**config.mk**
```make
export PLATFORM = sky130hd
export DESIGN_NAME = push_debouncer
export DESIGN_NICKNAME = d
export VERILOG_FILES = /design/src/rtl/push_debouncer.sv
export SDC_FILE = /design/constraint.sdc
export NUM_CORES = 1
export LEC_CHECK = 0
export ABC_AREA = 1
export BUFFER_PORTS_ARGS = -buffer_cell sky130_fd_sc_hd__buf_2
export CELL_PAD_IN_SITES_DETAIL_PLACEMENT = 1
export CELL_PAD_IN_SITES_GLOBAL_PLACEMENT = 2
export CORE_MARGIN = 2
export CORE_UTILIZATION = 32
export DETAILED_ROUTE_END_ITERATION = 7
export GPL_ROUTABILITY_DRIVEN = 1
export HOLD_SLACK_MARGIN = 0.15
export MAX_ROUTING_LAYER = met4
export PLACE_DENSITY = 0.75
export SLEW_MARGIN = 30
export SYNTH_ARGS = -nofsm -noshare
export SYNTH_HDL_FRONTEND = slang
export SYNTH_SLANG_ARGS = --single-unit
```
**constraint.sdc**
```tcl
create_clock -name clk -period 1.5 [get_ports clk]
set_input_delay 0.075 -clock clk [delete_from_list [all_inputs] [get_ports clk]]
set_output_delay 0.075 -clock clk [all_outputs]
set_load 0.01 [all_outputs]
```
**src/rtl/push_debouncer.sv**
```systemverilog
// Push-button debouncer: accepts a level change only after DEBOUNCE_CYCLES consecutive
// identical samples and emits registered one-cycle press/release strobes.
module push_debouncer #(
  parameter int unsigned DEBOUNCE_CYCLES = 1000,
  parameter int unsigned CNT_W           = 10
) (
  input  logic clk,
  input  logic rst,
  input  logic synchronous_push,
  output logic push_level,
  output logic push_pulse,
  output logic release_pulse
);

  typedef enum logic [1:0] {
    StIdle,
    StPressChk,
    StPressed,
    StRelChk
  } state_e;

  localparam logic [CNT_W-1:0] CntLast = CNT_W'(DEBOUNCE_CYCLES - 1);
  localparam logic [CNT_W-1:0] CntOne  = CNT_W'(1);

  state_e           state_q, state_d;
  logic [CNT_W-1:0] cnt_q, cnt_d;
  logic             level_d;
  logic             push_pulse_d;
  logic             release_pulse_d;

  always_comb begin
    state_d         = state_q;
    cnt_d           = cnt_q;
    level_d         = push_level;
    push_pulse_d    = 1'b0;
    release_pulse_d = 1'b0;

    unique case (state_q)
      StIdle: begin
        level_d = 1'b0;
        if (synchronous_push) begin
          state_d = StPressChk;
          cnt_d   = CntOne;
        end else begin
          cnt_d = '0;
        end
      end

      StPressChk: begin
        level_d = 1'b0;
        if (!synchronous_push) begin
          state_d = StIdle;
          cnt_d   = '0;
        end else if (cnt_q == CntLast) begin
          state_d      = StPressed;
          cnt_d        = '0;
          level_d      = 1'b1;
          push_pulse_d = 1'b1;
        end else begin
          cnt_d = cnt_q + CntOne;
        end
      end

      StPressed: begin
        level_d = 1'b1;
        if (!synchronous_push) begin
          state_d = StRelChk;
          cnt_d   = CntOne;
        end else begin
          cnt_d = '0;
        end
      end

      StRelChk: begin
        level_d = 1'b1;
        if (synchronous_push) begin
          state_d = StPressed;
          cnt_d   = '0;
        end else if (cnt_q == CntLast) begin
          state_d         = StIdle;
          cnt_d           = '0;
          level_d         = 1'b0;
          release_pulse_d = 1'b1;
        end else begin
          cnt_d = cnt_q + CntOne;
        end
      end

      default: begin
        state_d = StIdle;
        cnt_d   = '0;
        level_d = 1'b0;
      end
    endcase
  end

  // Reset wins over any acceptance due on the same edge, so no strobe escapes.
  always_ff @(posedge clk) begin
    if (rst) begin
      state_q       <= StIdle;
      cnt_q         <= '0;
      push_level    <= 1'b0;
      push_pulse    <= 1'b0;
      release_pulse <= 1'b0;
    end else begin
      state_q       <= state_d;
      cnt_q         <= cnt_d;
      push_level    <= level_d;
      push_pulse    <= push_pulse_d;
      release_pulse <= release_pulse_d;
    end
  end

endmodule

```
==> reports/qor.csv, run 1 <==
stage;metric;value;unit
run_status;status;complete, no violations;
floorplanning;# IOs;6;
global_route;vias in the first global route;620;
yosys;synthesized area;728;sq um
floorplanning;die area;0.00267;sq mm
route;Vias/cell;4.60;
timing;RSZ-0062 raised after global routing;false;
placement;Place WS;0.165;ns
global_route;first-pass GRT wire length;2.64;mm
final_layout;most common cell after layout, fill and taps aside;nor2_1;
timing;final worst slack;0.140;ns
pwr;total power;668;uW
placement;Post-DP HPWL;1.17;mm
route;antenna-violating nets left;0;
worst_hold_path;hold depth;3;
final_layout;n_diodes;0;
yosys;sequential fraction of the synthesis area;41.2;%
final_layout;commonest cells after routing, fill and taps aside;19 x nor2_1, 15 x dfxtp_1, 14 x inv_1;
timing;post-layout minimum cycle time;1.36;ns
timing;clk_skew;0.00709;ns
timing;Final Hold Viols;0;
worst_hold_path;Hold Path End;state_q[0];
yosys;Synth Area per Inst;7.59;sq um
yosys;Post-Synth Simple-Gate Area;39.3;%
setup_path;startpoint types;flop;
worst_hold_path;worst hold start;rst;
clocking;CTS buffer count;3;
setup_path;setup slack, reg-to-reg;0.14;ns
yosys;Post-Synth Adder-Cell Area;1.72;%
yosys;number of synthesis warnings;0;
floorplanning;Die Span X;51.7;um
setup_path;Buf+Inv Stages, Crit Path;0;
setup_path;slowest CP cell;dfxtp_1;
worst_hold_path;Hold Path Class;in2reg;
setup_path;crit-path max FO;4;
route;WL final;1.51;mm
timing;max-slew violation count;0;
placement;Port Buffer Count;5;
setup_path;worst reg-to-reg path cell count;8;
floorplanning;Die H;51.7;um
final_layout;Syn-to-layout area delta;14.3;%
clocking;clock sinks;15;
setup_path;Worst path top cell family by delay;simple AND/OR/NAND/NOR gates;
yosys;combinational family with the most area after synthesis;simple AND/OR/NAND/NOR gates;
setup_path;reg2reg end;push_level;
yosys;Post-Synth XOR/XNOR Area;4.81;%
route;drt pass-1 iters;2;
timing;worst-margin pin slew;0.258;ns
final_layout;layout cell share with drive strength beyond 1;18.9;%
timing;relative slew slack;82.8;%
clocking;Worst-path clk slew;0.10;ns
timing;final setup TNS;0;ns
final_layout;Filler cells;288;
yosys;library cells used by synthesis;20;
global_route;antenna violations before repair;0;
pwr;PD cells;803;mW/mm^2
clocking;Post-CTS Setup Bufs;0;
placement;GP Congestion;0.667;
timing;final setup fails;0;
global_route;pin count of the biggest net entering global routing;9;
pwr;worst vdd ir;0.000362;V
route;Residual DRC;0;
final_layout;final net count;111;
yosys;Mapped Nets;100;
flow_run;Max Cap Violations;0;
floorplanning;Initial Util;33.2;%
floorplanning;Core Footprint;0.00219;sq mm
clocking;H-Tree Depth;1;
setup_path;Worst path max stage delay;0.37;ns
timing;Max Fclk;0.735;GHz
final_layout;Non-Filler Instances;134;
setup_path;CP Depth;8;
floorplanning;num rows;17;
setup_path;worst path required time;1.67;ns
clocking;CTS root buf;clkbuf_4;
setup_path;CP Capture Type;flop;
setup_path;r2r startpoint;cnt_q[0];
clocking;Worst-Skew Late Latency;0.28;ns
route;wire length per cell;11.3;um
setup_path;Worst Path Arrival;1.53;ns
clocking;TritonCTS clock tree;done;
yosys;Yosys reg bits;15;
setup_path;worst-path cell chain;ha_1 > nand2_2 > nor2_1 > nand2_1 > nor2_2 > nand2_1 > nor2_2 > nor2_1;
timing;Final period util;90.6;%
pwr;reported leakage power;0.000315;uW
placement;cell count after placement;128;
global_route;GRT overflow;0;
yosys;post-synthesis mux area share;0;%
global_route;Total Routing Usage GR;14.1;%
setup_path;Crit Path Class;reg2reg;
yosys;cells after synthesis;96;
clocking;CTS max path bufs;2;
route;1st-iter DRT viols;2;
route;detailed-route via count;617;
yosys;Compound-Gate Fraction of Synth Area;4.64;%
-- registers in the layout, summed over array words and instances (netlist names), named ones only --
signal and flops:
push_pulse 1, release_pulse 1, push_level 1, state_q 1, cnt_q 10
-- tightest hold or removal path, cell delays in order --
cell and delay, ns:
dlygate4sd3_1 0.51, buf_2 0.13, nor3_1 0.05
-- per-stage QoR --
stage / instance area [sq um] / hold WS (ns) / util (%)
after global placement: 781 / 0.309 / 35.6
after floorplan: 728 / 0.153 / -
after detailed placement: 781 / 0.307 / 35.6
after CTS: 827 / 0.523 / 37.7
after global routing: 832 / 0.545 / 38.0
final: 832 / 0.537 / 38.0
-- kinds of logic (layout without fill, tap and decap cells) --
family                   count (synthesis)  count (layout)
adder cells (fa/ha/maj)                  1               1
AO/OA/AOI/OAI                            6               6
XOR/XNOR                                 4               4
buffers and inverters                   15              25
flip-flops                              15              15
AND/OR/NAND/NOR                         55              55
-- cell type report --
type / count / area [sq um] / share of cell area, %
Sequential cell: 15 / 300 / 36.1
Timing Repair Buffer: 7 / 45.0 / 5.41
Inverter: 14 / 52.6 / 6.32
Multi-Input combinational cell: 66 / 373 / 44.8
Clock buffer: 4 / 26.3 / 3.16
Tap cell: 28 / 35.0 / 4.21
-- cells in the mapped netlist --
library cell / count / area share [%]
nor2_1: 21 / 11
dfxtp_1: 15 / 41
inv_1: 14 / 7.2
nand2_1: 13 / 6.7
nand3_1: 7 / 4.8
a21oi_1: 4 / 2.7
nor2_4: 3 / 4.6
nor3_2: 3 / 4.1
xor2_1: 3 / 3.6
nand2_2: 2 / 1.7
nor3_1: 2 / 1.4
a21oi_2: 1 / 1.2
and3_1: 1 / 0.86
clkbuf_4: 1 / 1.0
ha_1: 1 / 1.7
nand3_4: 1 / 2.4
nand3b_1: 1 / 1.0
nand4_1: 1 / 0.86
o21ai_0: 1 / 0.69
xnor2_1: 1 / 1.2
-- per-layer routing --
| layer | wire length, um | GRT usage [%] |
|---|---|---|
| met1 | 651 | 14.0 |
| met2 | 799 | 26.3 |
| met3 | 27 | 3.74 |
| met4 | 31 | 5.26 |
| met5 | 0 | - |
-- how the worst max path moves through the flow --
stage,end,start
finish,push_level,cnt_q[0]
global placement,push_level,cnt_q[0]
detailed placement,push_level,cnt_q[0]
CTS,push_level,cnt_q[0]
floorplan,flop,cnt_q[0]
global route,release_pulse,cnt_q[0]
-- power by group --
group | leakage [uW] | internal [uW] | switching [uW]
clock | 0.0000150 | 103 | 129
sequential | 0.000121 | 402 | 2.52
combinational | 0.000179 | 12.7 | 19.5
total | 0.000315 | 517 | 151
-- what timing repair did --
action                                  4_1_cts  5_1_grt
hold buffers                                  2        0
hold endpoints to repair                      6        0
endpoints found under the setup margin        0        3
gates resized for setup                       0        2
Note: power is estimated with default switching activity, not from simulation.
==> inputs of run 2 (changes only) <==
- PLACE_DENSITY: 0.75 -> 0.79
==> run 2 against run 1 <==
Routed wire length fell by 2.4%. Sequential power barely moved. Sequential share of layout area rose by 0.22 points. Critical path depth did not move. Combinational power fell by 3%. Total power fell by 0.42%. Utilization fell by 0.23 points. Die area did not move. Register-to-register slack improved by 0.04 ns. First-iteration DRC count rose to 2.5 times the previous value. Critical endpoint unchanged. Largest cell class unchanged.
==> reports/qor.csv, run 2 (same netlist as run 1, synthesis figures left out) <==
stage;metric;value;unit
route;Vias/cell;4.66;
setup_path;crit-path max FO;4;
floorplanning;Die H;51.7;um
flow_run;Max Cap Violations;0;
timing;final setup TNS;0;ns
clocking;CTS resizes;0;
route;antenna-violating nets left;0;
placement;GP Congestion;0.789;
setup_path;CP Capture Type;flop;
timing;Final Hold Viols;0;
clocking;TritonCTS clock tree;done;
global_route;vias in the first global route;675;
final_layout;Largest Register;cnt_q;
worst_hold_path;worst hold start;state_q[0];
placement;dpl cell area;781;sq um
final_layout;register area;300;sq um
timing;Final period util;87.9;%
floorplanning;die area;0.00267;sq mm
timing;max-slew violation count;0;
final_layout;final net count;111;
setup_path;Crit Path Class;reg2reg;
timing;final setup fails;0;
final_layout;most common cell after layout, fill and taps aside;nor2_1;
final_layout;n_diodes;0;
clocking;Worst-Skew Late Latency;0.28;ns
setup_path;r2r startpoint;cnt_q[0];
setup_path;Worst path max stage delay;0.36;ns
setup_path;startpoint types;flop;
setup_path;worst path required time;1.67;ns
timing;clk_skew;0.00185;ns
route;Residual DRC;0;
clocking;Worst-path clk slew;0.09;ns
setup_path;Worst Path Arrival;1.49;ns
timing;relative slew slack;82.5;%
final_layout;Design Area, Final;827;sq um
final_layout;commonest cells after routing, fill and taps aside;21 x nor2_1, 15 x dfxtp_1, 14 x inv_1;
placement;Post-DP HPWL;1.17;mm
pwr;reported leakage power;0.000315;uW
pwr;worst vdd ir;0.000422;V
route;wire length per cell;11.0;um
route;drt pass-1 iters;4;
floorplanning;Core Footprint;0.00219;sq mm
global_route;antenna violations before repair;0;
floorplanning;# IOs;6;
setup_path;worst-path cell chain;ha_1 > nand2_2 > nor2_1 > nand2_1 > nor2_1 > nand2_1 > nor2_1 > nor2_1;
floorplanning;Initial Util;33.2;%
final_layout;Filler cells;287;
timing;post-layout minimum cycle time;1.32;ns
final_layout;max FFs per register;10;
global_route;first-pass GRT wire length;2.82;mm
clocking;CTS buffer count;3;
timing;RSZ-0062 raised after global routing;false;
final_layout;layout cell share with drive strength beyond 1;17.0;%
clocking;clock sinks;15;
setup_path;slowest CP cell;dfxtp_1;
route;1st-iter DRT viols;5;
floorplanning;num rows;17;
clocking;H-Tree Depth;1;
timing;Max Fclk;0.758;GHz
timing;worst-margin pin slew;0.262;ns
setup_path;CP most frequent cell;nor2_1;
route;detailed-route via count;625;
final_layout;Multi-input gate area;368;sq um
global_route;pin count of the biggest net entering global routing;9;
final_layout;Syn-to-layout area delta;13.6;%
placement;Port Buffer Count;5;
global_route;Total Routing Usage GR;14.9;%
pwr;PD cells;804;mW/mm^2
setup_path;start point of the critical path;cnt_q[0];
floorplanning;Die Span X;51.7;um
route;WL final;1.47;mm
clocking;CTS root buf;clkbuf_4;
clocking;CTS max path bufs;2;
worst_hold_path;Hold Path Class;reg2reg;
global_route;GRT overflow;0;
run_status;status;complete, no violations;
## run 2: cell counts in the layout (fill, tap and decap cells not counted)
No cell type changed its count.
## run 2: layer usage
layer	vias up	share of wire, %	track usage [%]
met3	4	2.2	2.59
li1	319	-	-
met4	0	1.7	7.89
met5	-	0	-
met1	295	43	15.6
met2	7	53	26.5
## run 2: path summary, 6_finish.rpt
kind         slack (ns)  cells after the start          to
min reg2reg        0.51                      2  push_pulse
max reg2reg        0.18                      8  push_level
min                0.51                      2  push_pulse
max                0.18                      8  push_level
## run 2: timing repair
item / CTS / global route
hold endpoints to repair: 7 / 0
hold buffers: 2 / 0
endpoints found under the setup margin: 0 / 0
setup buffers: 0 / 0
## run 2: final cells by class
type	count	area share [%]
flip-flops and latches	15	36.3
inverters	14	6.35
multi-input cells	66	44.5
well taps	28	4.24
repair buffers	7	5.45
clock buffers	4	3.18
## run 2: through the flow
step | hold slack [ns] | instances | worst slack [ns] | util, % | total power [uW]
final | 0.507 | 134 | 0.181 | 37.7 | 665
after global routing | 0.538 | 134 | 0.0189 | 37.7 | 705
after CTS | 0.510 | 134 | 0.161 | 37.7 | 678
after detailed placement | 0.305 | 128 | 0.177 | 35.6 | 441
after global placement | 0.307 | 128 | 0.219 | 35.6 | 441
after floorplan | 0.153 | 96 | 0.338 | - | 432
## run 2: worst max-delay path, delay by kind of cell, from the launching register on
| family | cells | cell delay, ns |
|---|---|---|
| fa+ha+maj | 1 | 0.19 |
| simple gates | 7 | 0.66 |
| flops | 1 | 0.36 |
## run 2: report_power, final
part	total, uW	leakage, uW	internal, uW	switching (uW)
combinational	31.3	0.000179	12.5	18.8
sequential	404	0.000121	402	2.47
clock	230	0.0000150	103	127
total	665	0.000315	517	148
